===== src/rtl/mem_port_arbiter.sv =====
// rtl/mem_port_arbiter.sv - NUM_CH-way arbiter onto one shared synchronous memory port
// Priority channel with a starvation guard, round-robin for the rest, tagged read return.
module mem_port_arbiter #(
   parameter int DATAWIDTH  = 16,
   parameter int ADDRWIDTH  = 16,
   parameter int NUM_CH     = 4,
   parameter int PRIO_CH    = 0,
   parameter int PRIO_MAX   = 4,
   parameter int RD_LATENCY = 1
) (
   input  logic                          clk,
   input  logic                          rst,
   input  logic [NUM_CH-1:0]             req,
   input  logic [NUM_CH-1:0]             we,
   input  logic [NUM_CH*ADDRWIDTH-1:0]   addr,
   input  logic [NUM_CH*DATAWIDTH-1:0]   wdata,
   output logic [NUM_CH-1:0]             gnt,
   output logic [NUM_CH-1:0]             rvalid,
   output logic [DATAWIDTH-1:0]          rdata,
   output logic                          mem_en,
   output logic                          mem_we,
   output logic [ADDRWIDTH-1:0]          mem_addr,
   output logic [DATAWIDTH-1:0]          mem_din,
   input  logic [DATAWIDTH-1:0]          mem_dout
);

   localparam int PTRW  = $clog2(NUM_CH);
   localparam int DEPTH = RD_LATENCY + 1;
   localparam logic [NUM_CH-1:0] PRIO_BIT = NUM_CH'(1) << PRIO_CH;

   logic [PTRW-1:0]      rr_ptr;
   logic [PTRW-1:0]      rr_next;
   logic [3:0]           prio_cnt;
   logic [NUM_CH-1:0]    tag_pipe [DEPTH];
   logic                 others_req;
   logic                 prio_ok;
   logic                 rr_hit;
   int                   rr_ch;
   logic                 xfer;
   logic                 xfer_prio;
   logic                 sel_we;
   logic [ADDRWIDTH-1:0] sel_addr;
   logic [DATAWIDTH-1:0] sel_wdata;

   function automatic logic [NUM_CH-1:0] onehot(input int c);
      return NUM_CH'(1) << c;
   endfunction

   function automatic int wrap(input int s);
      return (s >= NUM_CH) ? s - NUM_CH : s;
   endfunction

   // Successor of channel c in round-robin order, never landing on the priority channel.
   function automatic int next_ch(input int c);
      int n;
      n = wrap(c + 1);
      if (n == PRIO_CH) n = wrap(n + 1);
      return n;
   endfunction

   assign others_req = |(req & ~PRIO_BIT);
   assign prio_ok    = (|(req & PRIO_BIT)) && ((prio_cnt < 4'(PRIO_MAX)) || !others_req);

   always_comb begin
      rr_hit = 1'b0;
      rr_ch  = 0;
      for (int k = 0; k < NUM_CH; k++) begin
         if (!rr_hit && wrap(int'(rr_ptr) + k) != PRIO_CH &&
             (|(req & onehot(wrap(int'(rr_ptr) + k))))) begin
            rr_hit = 1'b1;
            rr_ch  = wrap(int'(rr_ptr) + k);
         end
      end
   end

   always_comb begin
      gnt = '0;
      if (prio_ok)
         gnt = PRIO_BIT;
      else if (rr_hit)
         gnt = onehot(rr_ch);
      sel_addr  = '0;
      sel_wdata = '0;
      for (int c = 0; c < NUM_CH; c++) begin
         if (gnt[c]) begin
            sel_addr  = sel_addr  | addr[c*ADDRWIDTH +: ADDRWIDTH];
            sel_wdata = sel_wdata | wdata[c*DATAWIDTH +: DATAWIDTH];
         end
      end
   end

   assign xfer      = |gnt;
   assign xfer_prio = |(gnt & PRIO_BIT);
   assign sel_we    = |(gnt & we);
   assign rr_next   = PTRW'(next_ch(rr_ch));

   always_ff @(posedge clk or negedge rst) begin
      if (!rst) begin
         rr_ptr   <= '0;
         prio_cnt <= '0;
         mem_en   <= 1'b0;
         mem_we   <= 1'b0;
         mem_addr <= '0;
         mem_din  <= '0;
         rvalid   <= '0;
         rdata    <= '0;
         for (int d = 0; d < DEPTH; d++) tag_pipe[d] <= '0;
      end else begin
         if (!others_req)
            prio_cnt <= '0;
         else if (xfer_prio) begin
            if (prio_cnt < 4'(PRIO_MAX)) prio_cnt <= prio_cnt + 4'd1;
         end else if (xfer)
            prio_cnt <= '0;

         if (xfer && !xfer_prio) rr_ptr <= rr_next;

         mem_en <= xfer;
         mem_we <= xfer & sel_we;
         if (xfer) begin
            mem_addr <= sel_addr;
            mem_din  <= sel_wdata;
         end

         // Writes push an empty tag so read order and spacing stay fixed.
         tag_pipe[0] <= (xfer && !sel_we) ? gnt : '0;
         for (int d = 1; d < DEPTH; d++) tag_pipe[d] <= tag_pipe[d-1];
         rvalid <= tag_pipe[DEPTH-1];
         if (|tag_pipe[DEPTH-1]) rdata <= mem_dout;
      end
   end

endmodule

===== config.mk =====
export PLATFORM = sky130hd
export DESIGN_NAME = mem_port_arbiter
export DESIGN_NICKNAME = d
export VERILOG_FILES = /design/src/rtl/mem_port_arbiter.sv
export SDC_FILE = /design/constraint.sdc
export NUM_CORES = 1
export LEC_CHECK = 0
export CAP_MARGIN = 10
export CORE_ASPECT_RATIO = 1.25
export CORE_MARGIN = 2
export CORE_UTILIZATION = 40
export DETAILED_ROUTE_END_ITERATION = 8
export HOLD_SLACK_MARGIN = 0.08
export PLACE_DENSITY = 0.81
export SYNTH_ARGS = -nofsm -noshare
export SYNTH_HDL_FRONTEND = slang
export SYNTH_SLANG_ARGS = --single-unit

===== constraint.sdc =====
create_clock -name clk -period 6.5 [get_ports clk]
set_input_delay 0.975 -clock clk [delete_from_list [all_inputs] [get_ports clk]]
set_output_delay 0.975 -clock clk [all_outputs]
set_load 0.05 [all_outputs]

## After elaboration in Yosys (flattened, before gate mapping)

Cells that the tools add are included.

- Order comparisons: 7
- Reduce and logical (&&, ||, !) cells: 31
- $add $sub $neg: 12
- Shift-type cells: 5
- Multiplexer cells: 30
- Eq/ne operators: 2
- Bitwise operators: 12

Operators by type and width:

| cell | count |
|---|---|
| 2-to-1 mux 32 bit | 9 |
| << shifter 1 x 32 -> 4 bit, first input constant | 5 |
| 2-to-1 mux 16 bit | 8 |
| nonzero test 32 bit | 4 |
| bitwise OR 16 bit | 6 |
| adder 32 x 2 -> 32 bit, second input constant | 2 |
| greater-or-equal comparator 32 x 4 -> 1 bit, second input constant | 2 |
| logical NOT 32 bit | 1 |
| subtractor 32 x 4 -> 32 bit, second input constant | 1 |
| 2-to-1 mux 4 bit | 7 |
| OR reduction 4 bit | 7 |
| AND 4 bit | 5 |
| subtractor 3 x 3 -> 4 bit, second input constant | 3 |
| logical AND 1 bit | 10 |
| greater-or-equal comparator 3 bit, second input constant | 3 |
| adder 2 x 2 -> 3 bit, second input constant | 2 |
| logical NOT 1 bit | 6 |
| inequality test 3 x 2 -> 1 bit, second input constant | 2 |
| adder 4 x 1 -> 4 bit, second input constant | 1 |
| < comparator 4 x 3 -> 1 bit, second input constant | 1 |
| 2-to-1 mux 1 bit | 4 |
| 2-to-1 mux 2 bit | 2 |
| subtractor 2 x 3 -> 4 bit, second input constant | 1 |
| adder 2 x 1 -> 3 bit, second input constant | 1 |
| other kinds (6) | 6 |

- Output and inout port bits: 58
- Word-level logic and storage cells: 109
- Register bits after elaboration: 68

## Logic depth before layout (Yosys ltp)

Gate-level depths: netlist of run 1.

- Word-level depth: 29
- Depth in mapped cells: 18
- Mapped depth without buffers: 17

## Least setup slack after synthesis of run 1

No wires, ideal clock.

- Kind: in2reg
- Start: input req[1]
- End: register rr_ptr[0]
- Stages: 16
- Slack: 1.841 ns
- Data arrival time: 4.537 ns
- Path through: a222oi_1 a211oi_1 or3_1 a32oi_4 inv_4 ha_1 clkbuf_1 xnor2_1 inv_1 ha_1 a211oi_1 nand2_1 a221oi_1 o21ai_0 a211o_1 o221a_2

- Longest elaborated chain between the ends: 23

Ends and longest elaborated chain:

| item | RTL line | RTL |
|---|---|---|
| start: declaration | 13 | `input logic [NUM_CH-1:0] req,` |
| AND 4 bit | 69 | `(\|(req & onehot(wrap(int'(rr_ptr) + k))))) begin` |
| OR reduction 4 bit | 69 |  |
| logical AND 1 bit | 68 | `if (!rr_hit && wrap(int'(rr_ptr) + k) != PRIO_CH &&` |
| 2-to-1 mux 1 bit | 68 |  |
| logical NOT 1 bit | 68 |  |
| logical AND 1 bit (2 in series) | 68 |  |
| 2-to-1 mux 1 bit | 68 |  |
| logical NOT 1 bit | 68 |  |
| [... 6 more ...] | -- |  |
| 2-to-1 mux 32 bit | 68 |  |
| adder 32 x 2 -> 32 bit | 56 | `n = wrap(c + 1);` |
| subtractor 32 x 4 -> 32 bit or greater-or-equal comparator 32 x 4 -> 1 bit (tied branches) | 50 | `return (s >= NUM_CH) ? s - NUM_CH : s;` |
| 2-to-1 mux 32 bit | 50 |  |
| adder 32 x 2 -> 32 bit | 57 | `if (n == PRIO_CH) n = wrap(n + 1);` |
| greater-or-equal comparator 32 x 4 -> 1 bit or subtractor 2 x 1 -> 2 bit (tied branches) | 50 |  |
| 2-to-1 mux 2 bit | 50 |  |
| 2-to-1 mux 2 bit | 57 |  |
| end signal: assignment | 116 | `if (xfer && !xfer_prio) rr_ptr <= rr_next;` |
| end: declaration | 31 | `logic [PTRW-1:0] rr_ptr;` |

Parallel ways exist; a longest one is shown, timed or not.
A chain may end at the register's enable or synchronous reset.

## Worst setup path after layout of run 1

- Start: input req[2]
- End: register rr_ptr[0]

Same word-level chain as after synthesis.

==> out/results.txt, run 1 <==
Period utilization -> 84.2%
Crit. End Element -> flop
Cell family with most CP delay -> compound AO/OA/AOI/OAI gates
Area of the core -> 10000 µm²
Fill count -> 788
Status -> finished clean
Mapped Nets -> 590
Routed Antenna Nets -> 0
Max_cap viols -> 0
Max stage delay on crit path -> 0.57 ns
DR vias -> 4442
Worst r2r path cells -> 17
Kind of start point of the critical path -> input port
Site Rows -> 41
Placed Instance Area -> 6320 µm²
Top_reg_cell synth -> dfrtp_1
Slew Limit Fails -> 0
Slew HR -> 23.6%
Pwr/cell area -> 687 nW/µm²
Flop pwr share -> 17.2%
Crit-path max FO -> 11
Reg2Reg Setup Slack -> 1.21 ns
Mean Syn Cell Area -> 9.77 µm²
# IOs -> 212
Worst path cell trace -> clkdlybuf4s50_1 -> a222oi_1 -> a211oi_1 -> or3_1 -> a32oi_4 -> inv_4 -> ha_1 -> xnor2_1 -> inv_1 -> ha_1 -> a211oi_1 -> nand2_1 -> a221oi_1 -> o21ai_0 -> a211o_1 -> o221a_2
Arrival time worst endpoint -> 5.69 ns
Number of global-route vias before repair -> 4331
Placed cells -> 742
Post-cts resize count -> 0
Clock network power share -> 9.8%
CP Data Required Time -> 6.71 ns
Clock latency on the worst-skew pair -> 0.32 ns
Hold Crit Class -> reg2reg
Initial antenna violation count -> 0
Die area -> 11000 µm²
Min Tclk post-route -> 5.48 ns
Diodes inserted -> 0
Sum Neg Setup Slack -> 0 ns
Final Worst Setup Slack -> 1.02 ns
Synth Area in XOR/XNOR -> 0.215%
Synth Area in Adders -> 5.84%
Mux contribution to synthesized area -> 5.75%
First-pass GRT wire length -> 22000 µm
Net load switching power -> 2.39 mW
Post-Syn Area -> 4070 µm²
Hold Crit Depth -> 0
Worst-Margin Slew -> 1.14 ns
Post-synthesis sequential area ratio -> 41.8%
Mapped Cells -> 417
Wirelength per Cell -> 19.9 µm
Post-synthesis cell type count -> 56
CTS Root Cell -> clkbuf_16
FF-to-FF Start -> rr_ptr[0]
Fmax -> 183 MHz
Sw Ratio -> 52.7%
Clk_skew -> 0.00857 ns
Total clock buffers created by CTS -> 9
Cts hold-fix bufs -> 0
DRT iter0 DRCs -> 289
Bufs and invs on worst path -> 3
Leakage power -> 2.61 nW
CTS tree -> done
R2R Path End -> rr_ptr[0]
Pre-CTS setup slack -> 0.895 ns
Largest family of logic cells by synthesized area -> compound AO/OA/AOI/OAI gates
Critical path class -> in2reg
Nets -> 797
Int Power -> 2.14 mW
Die X -> 94.3 µm
Setup bufs post-CTS -> 0
Clock slew at reported path FFs -> 0.06 ns
Compound-cell area share of the yosys netlist -> 29.3%
WHS -> 0.348 ns
Post-synth EDFFs -> 0
Largest net degree at the start of global routing -> 69
RSZ-0062 raised after global routing -> false
Drt drc -> 0
Comb power frac -> 73.0%
Peak VDD IR -> 0.552 mV
Clock net sink count -> 68
GRT Overall Usage -> 25.8%
Initial Utilization -> 40.7%
Hold endpoint -> tag_pipe[3]
Via density -> 5.86
Area Growth Syn to Fin -> 61.9%
PortBufs -> 211
Layout cells sized above 1 -> 9.86%
1st-pass router iterations -> 5
Routability cong. -> 0.961
Final setup fails -> 0
HP Start -> tag_pipe[7]
Post-Layout Inst Area -> 6590 µm²
# H-tree levels -> 3
Slowest CP cell -> a211oi_1
Clk buf depth -> 2
Synthesized flop and latch total -> 68
Gr ovfl total -> 0
DPL Wire Length -> 10900 µm
Fin. Hold Viols -> 0
Die Ht -> 117 µm
Async set-or-reset flop fraction in the synthesized netlist -> 100%
Fin cells -> 758
Synthesis warning total -> 0
Routed Wire Length -> 15100 µm
Simple-gate share of the synthesized area -> 13.4%
state kept, by name, indices dropped and copies added, names as in the netlist, 2 cells and up:
register,count
mem_addr,16
tag_pipe,8
mem_din,16
rdata,16
rr_ptr,2
rvalid,4
prio_cnt,4
synth_stat cells, drive strengths merged, types with 3 or more instances:
master / count / area share, %
o41ai: 3 / 1.3
a221oi: 33 / 7.1
nor2: 46 / 4.2
a21oi: 7 / 0.86
nor3: 7 / 1.4
buf: 7 / 1.0
inv: 11 / 1.1
clkbuf: 16 / 1.5
o21ai: 9 / 1.1
mux2: 19 / 5.3
a31oi: 33 / 5.1
ha: 19 / 5.8
nand3b: 3 / 0.55
a211oi: 6 / 1.1
dfrtp: 68 / 42
nand2: 43 / 4.0
nand3: 8 / 0.98
a21o: 3 / 0.55
a22oi: 37 / 6.9
and3: 3 / 0.46
cell usage in the layout, fill, tap and decap left out, drive strengths merged, types with 9 or more instances in the layout:
| master | Yosys | layout |
|---|---|---|
| ha | 19 | 19 |
| a31oi | 33 | 33 |
| nand2 | 43 | 43 |
| a22oi | 37 | 37 |
| clkbuf | 16 | 9 |
| clkdlybuf4s50 | 0 | 209 |
| dfrtp | 68 | 68 |
| buf | 7 | 10 |
| mux2 | 19 | 19 |
| a221oi | 33 | 33 |
| inv | 11 | 13 |
| nor2 | 46 | 46 |
| o21ai | 9 | 9 |
per-layer routing:
| metal | vias up | global-route usage, % | wire, µm |
|---|---|---|---|
| li1 | 2045 | - | - |
| met5 | - | 0 | 0 |
| met4 | 0 | 9.76 | 384 |
| met3 | 24 | 6.53 | 1340 |
| met1 | 2152 | 29.9 | 5690 |
| met2 | 221 | 45.9 | 7650 |
metrics by stage:
stage | total power [mW] | utilization, %
2_1_floorplan | 3.11 | -
3_5_place_dp | 4.06 | 63.2
4_1_cts | 4.52 | 65.9
5_1_grt | 4.80 | 65.9
3_3_place_gp | 3.97 | 63.2
6_report | 4.53 | 65.9
cell families (layout without fill, tap and decap cells):
| group | count (synthesis) | count (layout) |
|---|---|---|
| buffers and inverters | 35 | 247 |
| DFF | 68 | 68 |
| and+or+nand+nor | 120 | 120 |
| xor gates and xnor gates | 1 | 1 |
| muxes | 21 | 21 |
| adders and majority gates | 19 | 19 |
| AOI/OAI and AO/OA | 153 | 153 |
power groups by stage:
stage / clock (mW) / sequential (mW) / combinational, mW
detailed placement: 0 / 0.783 / 3.28
finish: 0.444 / 0.778 / 3.31
CTS: 0.455 / 0.777 / 3.29
global placement: 0 / 0.772 / 3.20
floorplan: 0 / 1.37 / 1.74
global route: 0.473 / 0.800 / 3.53
how the worst max path moves through the flow:
stage	to	slack [ns]	cells past startpoint	startpoint
3_5_place_dp	rr_ptr[0]	0.90	16	req[1]
6_report	rr_ptr[0]	1.02	16	req[2]
4_1_cts	rr_ptr[0]	1.21	16	req[1]
3_3_place_gp	rr_ptr[0]	1.10	16	req[1]
2_1_floorplan	rr_ptr[0]	1.84	16	req[1]
5_1_grt	rr_ptr[0]	0.85	16	req[1]
final cells by class:
| cell class | instances | area (µm²) | share of cell area (%) |
|---|---|---|---|
| Multi-Input combinational cell | 314 | 2240 | 34.0 |
| Timing Repair Buffer | 219 | 2160 | 32.8 |
| Sequential cell | 68 | 1700 | 25.8 |
| Clock buffer | 9 | 225 | 3.42 |
| Tap cell | 129 | 161 | 2.45 |
| Clock inverter | 7 | 50.0 | 0.759 |
| Inverter | 12 | 47.5 | 0.721 |
Note: power is estimated with default switching activity, not from simulation.
==> run 2: changes to the inputs <==
- clock period: 6.5 -> 5.2 ns (I/O delays scaled with it)
==> out/results.txt, run 2 (synthesized netlist as in run 1, its figures left out) <==
Total clock buffers created by CTS -> 9 (unchanged)
Peak VDD IR -> 0.586 mV (+6.2%)
Top flop regs -> mem_addr: 16 flops, mem_din: 16 flops, rdata: 16 flops
Largest net degree at the start of global routing -> 69 (unchanged)
Sum Neg Setup Slack -> 0 ns (unchanged)
DPL Wire Length -> 11200 µm (+2.7%)
Die Ht -> 117 µm (unchanged)
Max_cap viols -> 0 (unchanged)
Cts hold-fix bufs -> 0 (unchanged)
Arrival time worst endpoint -> 4.91 ns (-0.78 ns)
Cell family with most CP delay -> compound AO/OA/AOI/OAI gates
GRT Overall Usage -> 27.3% (+1.5 points)
Commonest non-fill, non-tap cell in the layout -> clkdlybuf4s50_1
Fmax -> 213 MHz
Layout cells sized above 1 -> 11.3% (+1.4 points)
CP Data Required Time -> 5.42 ns (-1.29 ns)
Hold Crit Class -> reg2reg
PortBufs -> 211 (unchanged)
# IOs -> 212 (unchanged)
Placed cells -> 751 (+1.2%)
CTS Root Cell -> clkbuf_16
Routed Wire Length -> 15300 µm (+1.6%)
WHS -> 0.352 ns (+0.00405 ns)
Site Rows -> 41 (unchanged)
Fin cells -> 767 (+1.2%)
Clk_skew -> 0.00280 ns (-0.00576 ns)
Drt drc -> 0 (unchanged)
Pre-CTS setup slack -> 0.247 ns (-0.649 ns)
Routability cong. -> 0.922 (-4.0%)
Clock net sink count -> 68 (unchanged)
Number of global-route vias before repair -> 4534 (+4.7%)
Clk buf depth -> 2 (unchanged)
Critical path class -> in2reg
1st-pass router iterations -> 5 (unchanged)
DRT iter0 DRCs -> 305 (+5.5%)
Gr ovfl total -> 0 (unchanged)
Clock slew at reported path FFs -> 0.06 ns (about the same)
Slowest CP cell -> a222oi_1
Wirelength per Cell -> 20.0 µm (+0.39%)
Slew Limit Fails -> 0 (unchanged)
Initial Utilization -> 40.7% (unchanged)
Area of the core -> 10000 µm² (unchanged)
Area Growth Syn to Fin -> 65.5%
Clock latency on the worst-skew pair -> 0.33 ns (about the same)
Bufs and invs on worst path -> 3 (unchanged)
Status -> finished clean
First-pass GRT wire length -> 23500 µm (+6.7%)
Die X -> 94.3 µm (unchanged)
Crit-path max FO -> 9 (-2)
DR vias -> 4539 (+2.2%)
Final setup fails -> 0 (unchanged)
Period utilization -> 90.2%
Crit. End Element -> flop
Via density -> 5.92 (+0.98%)
Most frequent cells in the layout -> 208 x clkdlybuf4s50_1, 68 x dfrtp_1, 44 x nor2_1
Fin. Hold Viols -> 0 (unchanged)
Worst-Margin Slew -> 0.869 ns (-0.270 ns)
CTS tree -> done
Max stage delay on crit path -> 0.57 ns (about the same)
Total power -> 5.93 mW (+31%)
Post-cts resize count -> 0 (unchanged)
Slew HR -> 42.0% (+18 points)
Nets -> 806 (+1.1%)
# H-tree levels -> 3 (unchanged)
Pwr/cell area -> 880 nW/µm² (+28%)
Kind of start point of the critical path -> input port
RSZ-0062 raised after global routing -> false
Setup bufs post-CTS -> 0 (unchanged)
Initial antenna violation count -> 1 (+1)
Min Tclk post-route -> 4.69 ns
Die area -> 11000 µm² (unchanged)
Final Worst Setup Slack -> 0.511 ns (-0.513 ns)
Diodes inserted -> 0 (unchanged)
Leakage power -> 2.70 nW (+3.4%)
Worst path cell trace -> clkdlybuf4s50_1 -> a222oi_1 -> a211oi_1 -> or3_1 -> a32oi_4 -> inv_4 -> ha_1 -> xnor2_1 -> inv_1 -> ha_1 -> a211oi_1 -> nand2_1 -> a221oi_1 -> o21ai_0 -> a211o_1 -> o221a_2
Routed Antenna Nets -> 0 (unchanged)
[run 2: cell types whose count changed in the layout (fill, tap and decap cells not counted)]
cell,before,now
buf_4,9,17
clkinv_4,0,2
buf_12,0,2
clkdlybuf4s50_1,209,208
clkbuf_8,0,1
clkinv_2,2,0
clkinvlp_4,3,0
bufinv_16,0,2
[run 2: path summary, 6_finish.rpt]
kind                              from           to  slack, ns  cells after the start
max in group asynchronous          rst  mem_din[13]       3.98                      2
min reg2reg                tag_pipe[5]  tag_pipe[1]       0.35                      0
max reg2reg                  rr_ptr[0]    rr_ptr[0]       0.52                     17
min                        tag_pipe[5]  tag_pipe[1]       0.35                      0
min in group asynchronous          rst  mem_addr[2]       0.64                      2
max                             req[1]    rr_ptr[0]       0.51                     16
[run 2: area by class of cell]
class,instances,area (µm²)
clock buffer,10,239
clock inverter,6,95.1
fill,772,3260
inverter,12,47.5
multi-input combinational,314,2240
sequential,68,1700
tap,129,161
timing repair buffer,228,2250
[run 2: through the flow]
step / instance area [µm²] / util, %
after floorplan: 4070 / -
after global placement: 6410 / 64.1
after detailed placement: 6410 / 64.1
after CTS: 6740 / 67.4
after global routing: 6740 / 67.4
final: 6740 / 67.4
[run 2: power by group]
group / switching [mW] / internal (mW) / total (mW)
clock: 0.235 / 0.438 / 0.673
combinational: 2.64 / 1.64 / 4.28
sequential: 0.149 / 0.825 / 0.974
total: 3.03 / 2.90 / 5.93
[run 2: routing by layer]
layer  GRT usage (%)  vias up  wire (µm)
li1                -     2073          -
met1            31.3     2188       5550
met2            48.1      237       7790
met3            7.55       39       1480
met4            11.0        2        480
met5               0        -         13
